<file path="config.mk">
export PLATFORM = sky130hd
export DESIGN_NAME = stack_arbiter
export DESIGN_NICKNAME = d
export VERILOG_FILES = /design/src/rtl/stack_pkg.sv /design/src/rtl/stack_mem.sv /design/src/rtl/stack_arbiter.sv
export SDC_FILE = /design/constraint.sdc
export NUM_CORES = 1
export LEC_CHECK = 0
export BUFFER_PORTS_ARGS = -buffer_cell sky130_fd_sc_hd__buf_2
export CORE_ASPECT_RATIO = 1.1
export CORE_MARGIN = 10
export CORE_UTILIZATION = 54
export CTS_BUF_LIST = sky130_fd_sc_hd__clkbuf_16
export CTS_CLUSTER_DIAMETER = 120
export DETAILED_ROUTE_END_ITERATION = 8
export GPL_TIMING_DRIVEN = 0
export MAX_ROUTING_LAYER = met4
export PLACE_DENSITY = 0.78
export SYNTH_ARGS = -nofsm -noshare
export SYNTH_HDL_FRONTEND = slang
export SYNTH_SLANG_ARGS = --single-unit
export TNS_END_PERCENT = 5
</file>
<file path="constraint.sdc">
create_clock -name clk -period 3.3 [get_ports clk]
set_input_delay 0.33 -clock clk [delete_from_list [all_inputs] [get_ports clk]]
set_output_delay 0.33 -clock clk [all_outputs]
set_load 0.02 [all_outputs]
</file>
<file path="src/rtl/stack_pkg.sv">
// Shared constants and types for the two-port hardware stack controller.
package stack_pkg;

    localparam int DW    = 16;
    localparam int DEPTH = 16;
    localparam int AW    = $clog2(DEPTH);

    // Operation encoding follows the rwb port polarity.
    localparam logic OP_PUSH = 1'b0;
    localparam logic OP_POP  = 1'b1;

    localparam logic OWN_A = 1'b0;
    localparam logic OWN_B = 1'b1;

    typedef enum logic [1:0] {
        IDLE   = 2'd0,
        ACCESS = 2'd1,
        RESP   = 2'd2
    } state_t;

endpackage

</file>
<file path="src/rtl/stack_mem.sv">
// Stack storage: synchronous write port and a registered read port.
module stack_mem #(
    parameter int DW    = 16,
    parameter int DEPTH = 16,
    parameter int AW    = $clog2(DEPTH)
) (
    input  logic          clk,
    input  logic          we,
    input  logic [AW-1:0] waddr,
    input  logic [DW-1:0] wdata,
    input  logic [AW-1:0] raddr,
    output logic [DW-1:0] rdata
);
    import stack_pkg::*;

    logic [DW-1:0] r_mem [DEPTH];

    // Contents are intentionally not reset; the pointer alone defines validity.
    always_ff @(posedge clk) begin
        if (we) begin
            r_mem[waddr] <= wdata;
        end
        rdata <= r_mem[raddr];
    end

endmodule

</file>
<file path="src/rtl/stack_arbiter.sv">
// Single owner of the stack pointer: round-robin arbitration between the
// control unit (port A) and the datapath (port B), one op per three cycles.
module stack_arbiter #(
    parameter int DW    = 16,
    parameter int DEPTH = 16,
    parameter int AW    = $clog2(DEPTH)
) (
    input  logic          clk,
    input  logic          rst,
    input  logic          flush,
    input  logic          req_a,
    input  logic          rwb_a,
    input  logic [DW-1:0] din_a,
    input  logic          req_b,
    input  logic          rwb_b,
    input  logic [DW-1:0] din_b,
    output logic          gnt_a,
    output logic          gnt_b,
    output logic          ack_a,
    output logic          ack_b,
    output logic          err,
    output logic [DW-1:0] dout,
    output logic          full,
    output logic          empty,
    output logic [AW:0]   count
);
    import stack_pkg::*;

    state_t        r_state;
    state_t        w_state_nxt;
    logic          r_owner;
    logic          r_op;
    logic [DW-1:0] r_din;
    logic          r_last;
    logic          r_err;
    logic [AW:0]   r_count;

    logic          w_any_req;
    logic          w_pick;
    logic          w_full;
    logic          w_empty;
    logic          w_push_ok;
    logic          w_pop_ok;
    logic          w_we;
    logic [AW-1:0] w_raddr;
    logic [DW-1:0] w_rdata;

    assign w_full  = (r_count == (AW+1)'(DEPTH));
    assign w_empty = (r_count == '0);

    // Contested requests go to whichever port was not granted last.
    assign w_any_req = req_a | req_b;
    assign w_pick    = (req_a && req_b) ? ((r_last == OWN_B) ? OWN_A : OWN_B)
                                        : (req_a ? OWN_A : OWN_B);

    assign w_push_ok = (r_state == ACCESS) && (r_op == OP_PUSH) && !w_full;
    assign w_pop_ok  = (r_state == ACCESS) && (r_op == OP_POP)  && !w_empty;
    assign w_we      = w_push_ok && !flush && !rst;
    assign w_raddr   = r_count[AW-1:0] - AW'(1);

    stack_mem #(
        .DW    (DW),
        .DEPTH (DEPTH),
        .AW    (AW)
    ) u_mem (
        .clk   (clk),
        .we    (w_we),
        .waddr (r_count[AW-1:0]),
        .wdata (r_din),
        .raddr (w_raddr),
        .rdata (w_rdata)
    );

    always_ff @(posedge clk) begin
        if (rst) begin
            r_state <= IDLE;
        end else if (flush) begin
            r_state <= IDLE;
        end else begin
            r_state <= w_state_nxt;
        end
    end

    always_comb begin
        w_state_nxt = r_state;
        case (r_state)
            IDLE:    if (w_any_req) w_state_nxt = ACCESS;
            ACCESS:  w_state_nxt = RESP;
            RESP:    w_state_nxt = IDLE;
            default: w_state_nxt = IDLE;
        endcase
    end

    always_comb begin
        gnt_a = 1'b0;
        gnt_b = 1'b0;
        ack_a = 1'b0;
        ack_b = 1'b0;
        err   = 1'b0;
        dout  = '0;
        if (r_state == ACCESS || r_state == RESP) begin
            gnt_a = (r_owner == OWN_A);
            gnt_b = (r_owner == OWN_B);
        end
        if (r_state == RESP) begin
            ack_a = (r_owner == OWN_A);
            ack_b = (r_owner == OWN_B);
            err   = r_err;
            if (r_op == OP_POP && !r_err) begin
                dout = w_rdata;
            end
        end
    end

    always_ff @(posedge clk) begin
        if (rst) begin
            r_count <= '0;
            r_last  <= OWN_B;
            r_owner <= OWN_A;
            r_op    <= OP_PUSH;
            r_err   <= 1'b0;
        end else if (flush) begin
            r_count <= '0;
            r_err   <= 1'b0;
        end else begin
            if (r_state == IDLE && w_any_req) begin
                r_owner <= w_pick;
                r_op    <= (w_pick == OWN_A) ? rwb_a : rwb_b;
                r_last  <= w_pick;
            end
            if (r_state == ACCESS) begin
                r_err <= !(w_push_ok || w_pop_ok);
                if (w_push_ok) begin
                    r_count <= r_count + (AW+1)'(1);
                end else if (w_pop_ok) begin
                    r_count <= r_count - (AW+1)'(1);
                end
            end
        end
    end

    // Push data is captured alongside the grant; it needs no reset.
    always_ff @(posedge clk) begin
        if (r_state == IDLE && w_any_req) begin
            r_din <= (w_pick == OWN_A) ? din_a : din_b;
        end
    end

    assign full  = w_full;
    assign empty = w_empty;
    assign count = r_count;

endmodule

</file>
# == After elaboration in Yosys (flattened, before gate mapping) ==
# Memories as Yosys holds them, arrays and structs flattened. A register that Yosys moved wholly into a read port is not among the register bits.
# Index checks and enable logic that the tools add are counted.
# W data, S select, Z words.
# word_totals
mem_bits_ro,0
ram_bits,256
regBits,27
latchBits,0
output_inout_bits,28
n_memories,1
in_bits,39
# classes
n_addsub,3
bitwise_logic,4
muxes,18
reduce_logical,23
n_div,0
magnitude_cmp,0
n_mul,0
n_shift,0
eq_ne,4
# memory_table
memory,depth,width,rd,rd_ports_with_merged_regs,write_ports,line,rtl
u_mem.r_mem,16,16,1,1,1,stack_mem.sv:16,logic [DW-1:0] r_mem [DEPTH];
# op_table
operator,n
$mux W16,3
$mux W1,11
$mux W5,2
$logic_and A1 B1 Y1,9
$logic_not A1 Y1,6
$add A5 B1 Y5 const B,1
$eq A5 B5 Y1 const B,1
$logic_not A5 Y1,1
$sub A5 B1 Y5 const B,1
$pmux W2 S2,1
$reduce_and A2 Y1,2
$sub A4 B1 Y4 const B,1
$not A1 Y1,3
$eq A2 B1 Y1 const B,1
$eq A2 B2 Y1 const B,1
$logic_not A2 Y1,1
$logic_or A1 B1 Y1,2
$mux W2,1
$ne A2 B2 Y1 const B,1
$reduce_bool A2 Y1,1
$reduce_or A2 Y1,1
$or A1 B1 Y1,1

# == Logic depth before layout (Yosys ltp) ==
# depth
ltp_word,7
depth_mapped,10
mapped_depth_nobuf,9

# == Modules after synthesis ==
# Synthesis repeated with hierarchy kept, for this count alone.
# unflattened
hier_cells,570
area_unflattened_um2,11576.1
# modules_own_cells
module,area_per_inst_um2,instances,cells_per_inst,seq_area_each_um2
stack_mem,10043.4,1,432,8007.7
stack_arbiter,1532.7,1,138,700.7

# == Worst setup path before layout ==
# OpenSTA, ideal clock, no wires.
# synth_path
path_type,register to register
from,reg r_count[0] (netlist: count[0])
to,"mem u_mem.r_mem[3][0], enable pin"
path_slack_ns,-0.135
arrival_ns,3.026
setup_ns,0.409
synth_period_minus_slack_ns,3.435
stages_incl_launch_ff,8
path_cell_list,dfxtp_1 > buf_4 > inv_1 > ha_1 > and4bb_1 > nor3_1 > nand2_1 > nor3_1
# synth_via
elab_chain_cells,7
# synth_lines
item,line,rtl
start: declaration,stack_arbiter.sv:36,logic [AW:0] r_count;
start signal: assignment,stack_arbiter.sv:134,r_count <= r_count + (AW+1)'(1);
start signal: assignment,stack_arbiter.sv:136,r_count <= r_count - (AW+1)'(1);
$eq A5 B5 Y1,stack_arbiter.sv:48,assign w_full = (r_count == (AW+1)'(DEPTH));
named net full,stack_arbiter.sv:23,"output logic full,"
$logic_not A1 Y1,stack_arbiter.sv:56,assign w_push_ok = (r_state == ACCESS) && (r_op == OP_PUSH) && !w_full;
$logic_and A1 B1 Y1,stack_arbiter.sv:56,
$logic_and A1 B1 Y1 (2 in series),stack_arbiter.sv:58,assign w_we = w_push_ok && !flush && !rst;
$mux W1,stack_mem.sv:20,if (we) begin
$mux W1 (not written as such),stack_mem.sv:21,r_mem[waddr] <= wdata;
end: declaration,stack_mem.sv:16,
# The timed path passes the listed nets, and every way through them passes these cells.

# == Final worst setup path ==
# layout_path
from,reg r_count[0] (netlist: count[0])
to,"mem u_mem.r_mem[4][4], enable pin"
# layout_via
elab_chain_cells,7
# layout_lines
item,line
$eq A5 B5 Y1,stack_arbiter.sv:48
$logic_not A1 Y1,stack_arbiter.sv:56
$logic_and A1 B1 Y1,stack_arbiter.sv:56
$logic_and A1 B1 Y1 (2 in series),stack_arbiter.sv:58
$mux W1,stack_mem.sv:20
$mux W1 (not written as such),stack_mem.sv:21
# Parallel ways exist; a longest one is shown, timed or not.

==> out/metrics.csv <==
metric,value,unit
finalCriticalPeriod,3.159,ns
antenna_found_initial,0,
synth_flop_cell,edfxtp_1,
cts_tree,yes,
final_common_cell,edfxtp_1,
wl_per_cell,20.43,um
clkPwrFrac,39.1,%
ctsResizeCount,6,
cts.path.max_buffers,3,
clock_latency,0.53,ns
rsz0062_at_grt,yes,
p_seq_share,54.8,%
yosysSeqAreaShare,73.78,%
die_x,161.0,um
end_kind,register,
slew_viol_final,0,
synth.top_cell.area_share,69.20,%
finalHoldViolations,0,
period_share,95.71,%
placed_cells,1072,
p_leak,4.879,nW
htreeDepth,1,
setup_slack,0.1414,ns
worst_ep_required_time,3.45,ns
fillers,1558,
synth_edf_count,272,
final_cell_mix,"272 x edfxtp_1, 121 x nand2_1, 83 x buf_2, 37 x mux2i_1, 34 x nand3_1",
hold_depth,2,
internal_power,6.272,mW
rows,56,
grt_pass1_vias,6395,
clk_pin_slew,0.06,ns
p_comb_share,6.1,%
synthTopCellsByArea,"edfxtp_1 69%, mux4_2 6.1%, dfxtp_1 4.6%, nand2_1 3.8%, mux2i_1 3.1%",
avgViaCountPerCell,5.631,
ios,67,
syn_nets,764,
clock_skew,0.01067,ns
p_sw,1.689,mW
fmax,0.3166,GHz
path_class,register to register,
crit_chain,buf_4 -> inv_1 -> ha_1 -> and4bb_1 -> nor3_2 -> nand2_1 -> nor2_2,
post_cts.repair.setup_buffers,0,
dp_slack,-0.3212,ns
crit_path_start_kind,register,
netlist_area,11800,um^2
ir_drop,437.3,uV
track_usage,16.40,%
cts_hold_buf,0,
reg2reg_depth,7,
outcome,completed,
worst_path_largest_cell_delay,0.80,ns
dp_hpwl,15450,um
dieArea,28180,um^2
p_sw_share,21.22,%
cp_num_buf_inv,2,
vias,6312,
final_cells,1121,
arrival,3.31,ns
critPathSlowestCell,nor2_2,
grt_pass1_wl,36020,um
numCtsBuffers,28,
synth.distinct_cells,40,
dr.first_iter.drc_count,503,
synth_seq_cells,299,
firstDrtPassIters,5,
power_density,589.5,nW/um^2
drive_gt1_share,23.95,%
area_delta_synth_final,14.43,%
gp_congestion,0.7884,
port_buffers,66,
drc_errors,0,
cp_max_fo,16,
worst_hold_slack,0.03870,ns
maxCapViolations,0,
grt_max_degree,17,
tightestPinTransition,0.9588,ns
detail-route-antenna-nets,0,
cts_sinks,299,
root_buffer,clkbuf_16,
drt_wl_total,22900,um
setup_viol,0,
relSlewSlack,36.01,%
antenna_cells,0,
synth_top_area_cell,edfxtp_1,
fp.dieH,175.1,um
layout.nets,864,
overflow,0,
design.core.area,21440,um^2
yosys_warnings,0,
syn_inst,712,
hold_path_class,input pin to register,
crit_family,simple AND/OR/NAND/NOR gates,
initial_core_util,55.05,%
path_depth,7,
async_reset_ff_share,0,%
syn_avg_cell_area,16.58,um^2
[Yosys cell counts (all sizes together), types with 2 or more instances]
cell / count
xor2: 4
o21ai: 3
xnor2: 3
ha: 12
nand2: 121
or2: 2
a21oi: 4
mux2: 16
nor2: 26
and2: 20
nor2b: 3
buf: 23
nand3: 34
mux4: 32
a221oi: 16
edfxtp: 272
clkbuf: 13
nand2b: 3
mux2i: 37
inv: 6
nor3: 8
a32o: 16
dfxtp: 27
[final timing paths]
| kind | startpoint | endpoint | slack (ns) |
|---|---|---|---|
| max | count[0]$_SDFFE_PP0P_ | u_mem.r_mem[4][4]$_DFFE_PP_ | 0.14 |
| min | rst | r_op$_SDFFE_PP0P_ | 0.04 |
| max reg2reg | count[0]$_SDFFE_PP0P_ | u_mem.r_mem[4][4]$_DFFE_PP_ | 0.14 |
| min reg2reg | r_last$_SDFFE_PP1P_ | r_last$_SDFFE_PP1P_ | 0.52 |
[through the flow]
step / instance area, um^2 / setup TNS [ns] / power [mW] / util [%]
floorplan: 11810 / -6.398 / 4.734 / -
global route: 13510 / -1.842 / 8.205 / 62.99
detailed placement: 12570 / -18.12 / 4.925 / 58.65
global placement: 12500 / -90.88 / 4.901 / 58.30
finish: 13510 / 0 / 7.961 / 62.99
CTS: 13490 / 0 / 7.999 / 62.90
[layout make-up]
type / count / area, um^2 / area share (%)
clock buffers: 29 / 725.7 / 5.373
well taps: 290 / 362.8 / 2.687
plain buffers: 36 / 182.7 / 1.353
multi-input cells: 371 / 2965 / 21.96
inverters: 6 / 22.52 / 0.1668
flip-flops and latches: 299 / 8708 / 64.48
repair buffers: 70 / 371.6 / 2.752
clock inverters: 20 / 166.4 / 1.232
[power by group through the flow]
stage | clock [mW] | combinational (mW) | sequential, mW
global route | 3.29 | 0.531 | 4.38
finish | 3.11 | 0.484 | 4.37
detailed placement | 0 | 0.480 | 4.44
floorplan | 0 | 0.335 | 4.40
CTS | 3.15 | 0.487 | 4.37
global placement | 0 | 0.468 | 4.43
[metal layers]
metal / part of all wire [%] / up-vias / global-route usage, % / wire, um
li1: - / 2921 / - / -
met1: 43 / 3162 / 21.30 / 9841
met2: 51 / 200 / 27.03 / 11580
met3: 5.1 / 29 / 2.280 / 1169
met4: 1.4 / 0 / 3.832 / 312
met5: 0 / - / - / 0
[worst reg2reg max path, delay by kind of cell (launching register included)]
kind	cells	cell delay (ns)
simple gates	4	1.67
buf+inv	2	0.40
fa+ha+maj	1	0.26
flops	1	0.45
[sequential cells by signal, indices dropped and copies added, names as in the netlist]
signal,flops
u_mem.r_mem,256
r_owner,1
u_mem.rdata,16
r_state,2
r_op,1
r_err,1
r_din,16
count,5
r_last,1
[logic make-up after synthesis]
family / Yosys count / share of synthesized area [%]
flip-flops: 299 / 73.78
AND/OR/NAND/NOR: 220 / 8.173
multiplexers: 85 / 10.77
AO/OA/AOI/OAI: 46 / 3.414
buffers and inverters: 42 / 1.739
adder cells (fa/ha/maj): 13 / 1.442
XOR/XNOR: 7 / 0.6786
Note: power is estimated with default switching activity, not from simulation.
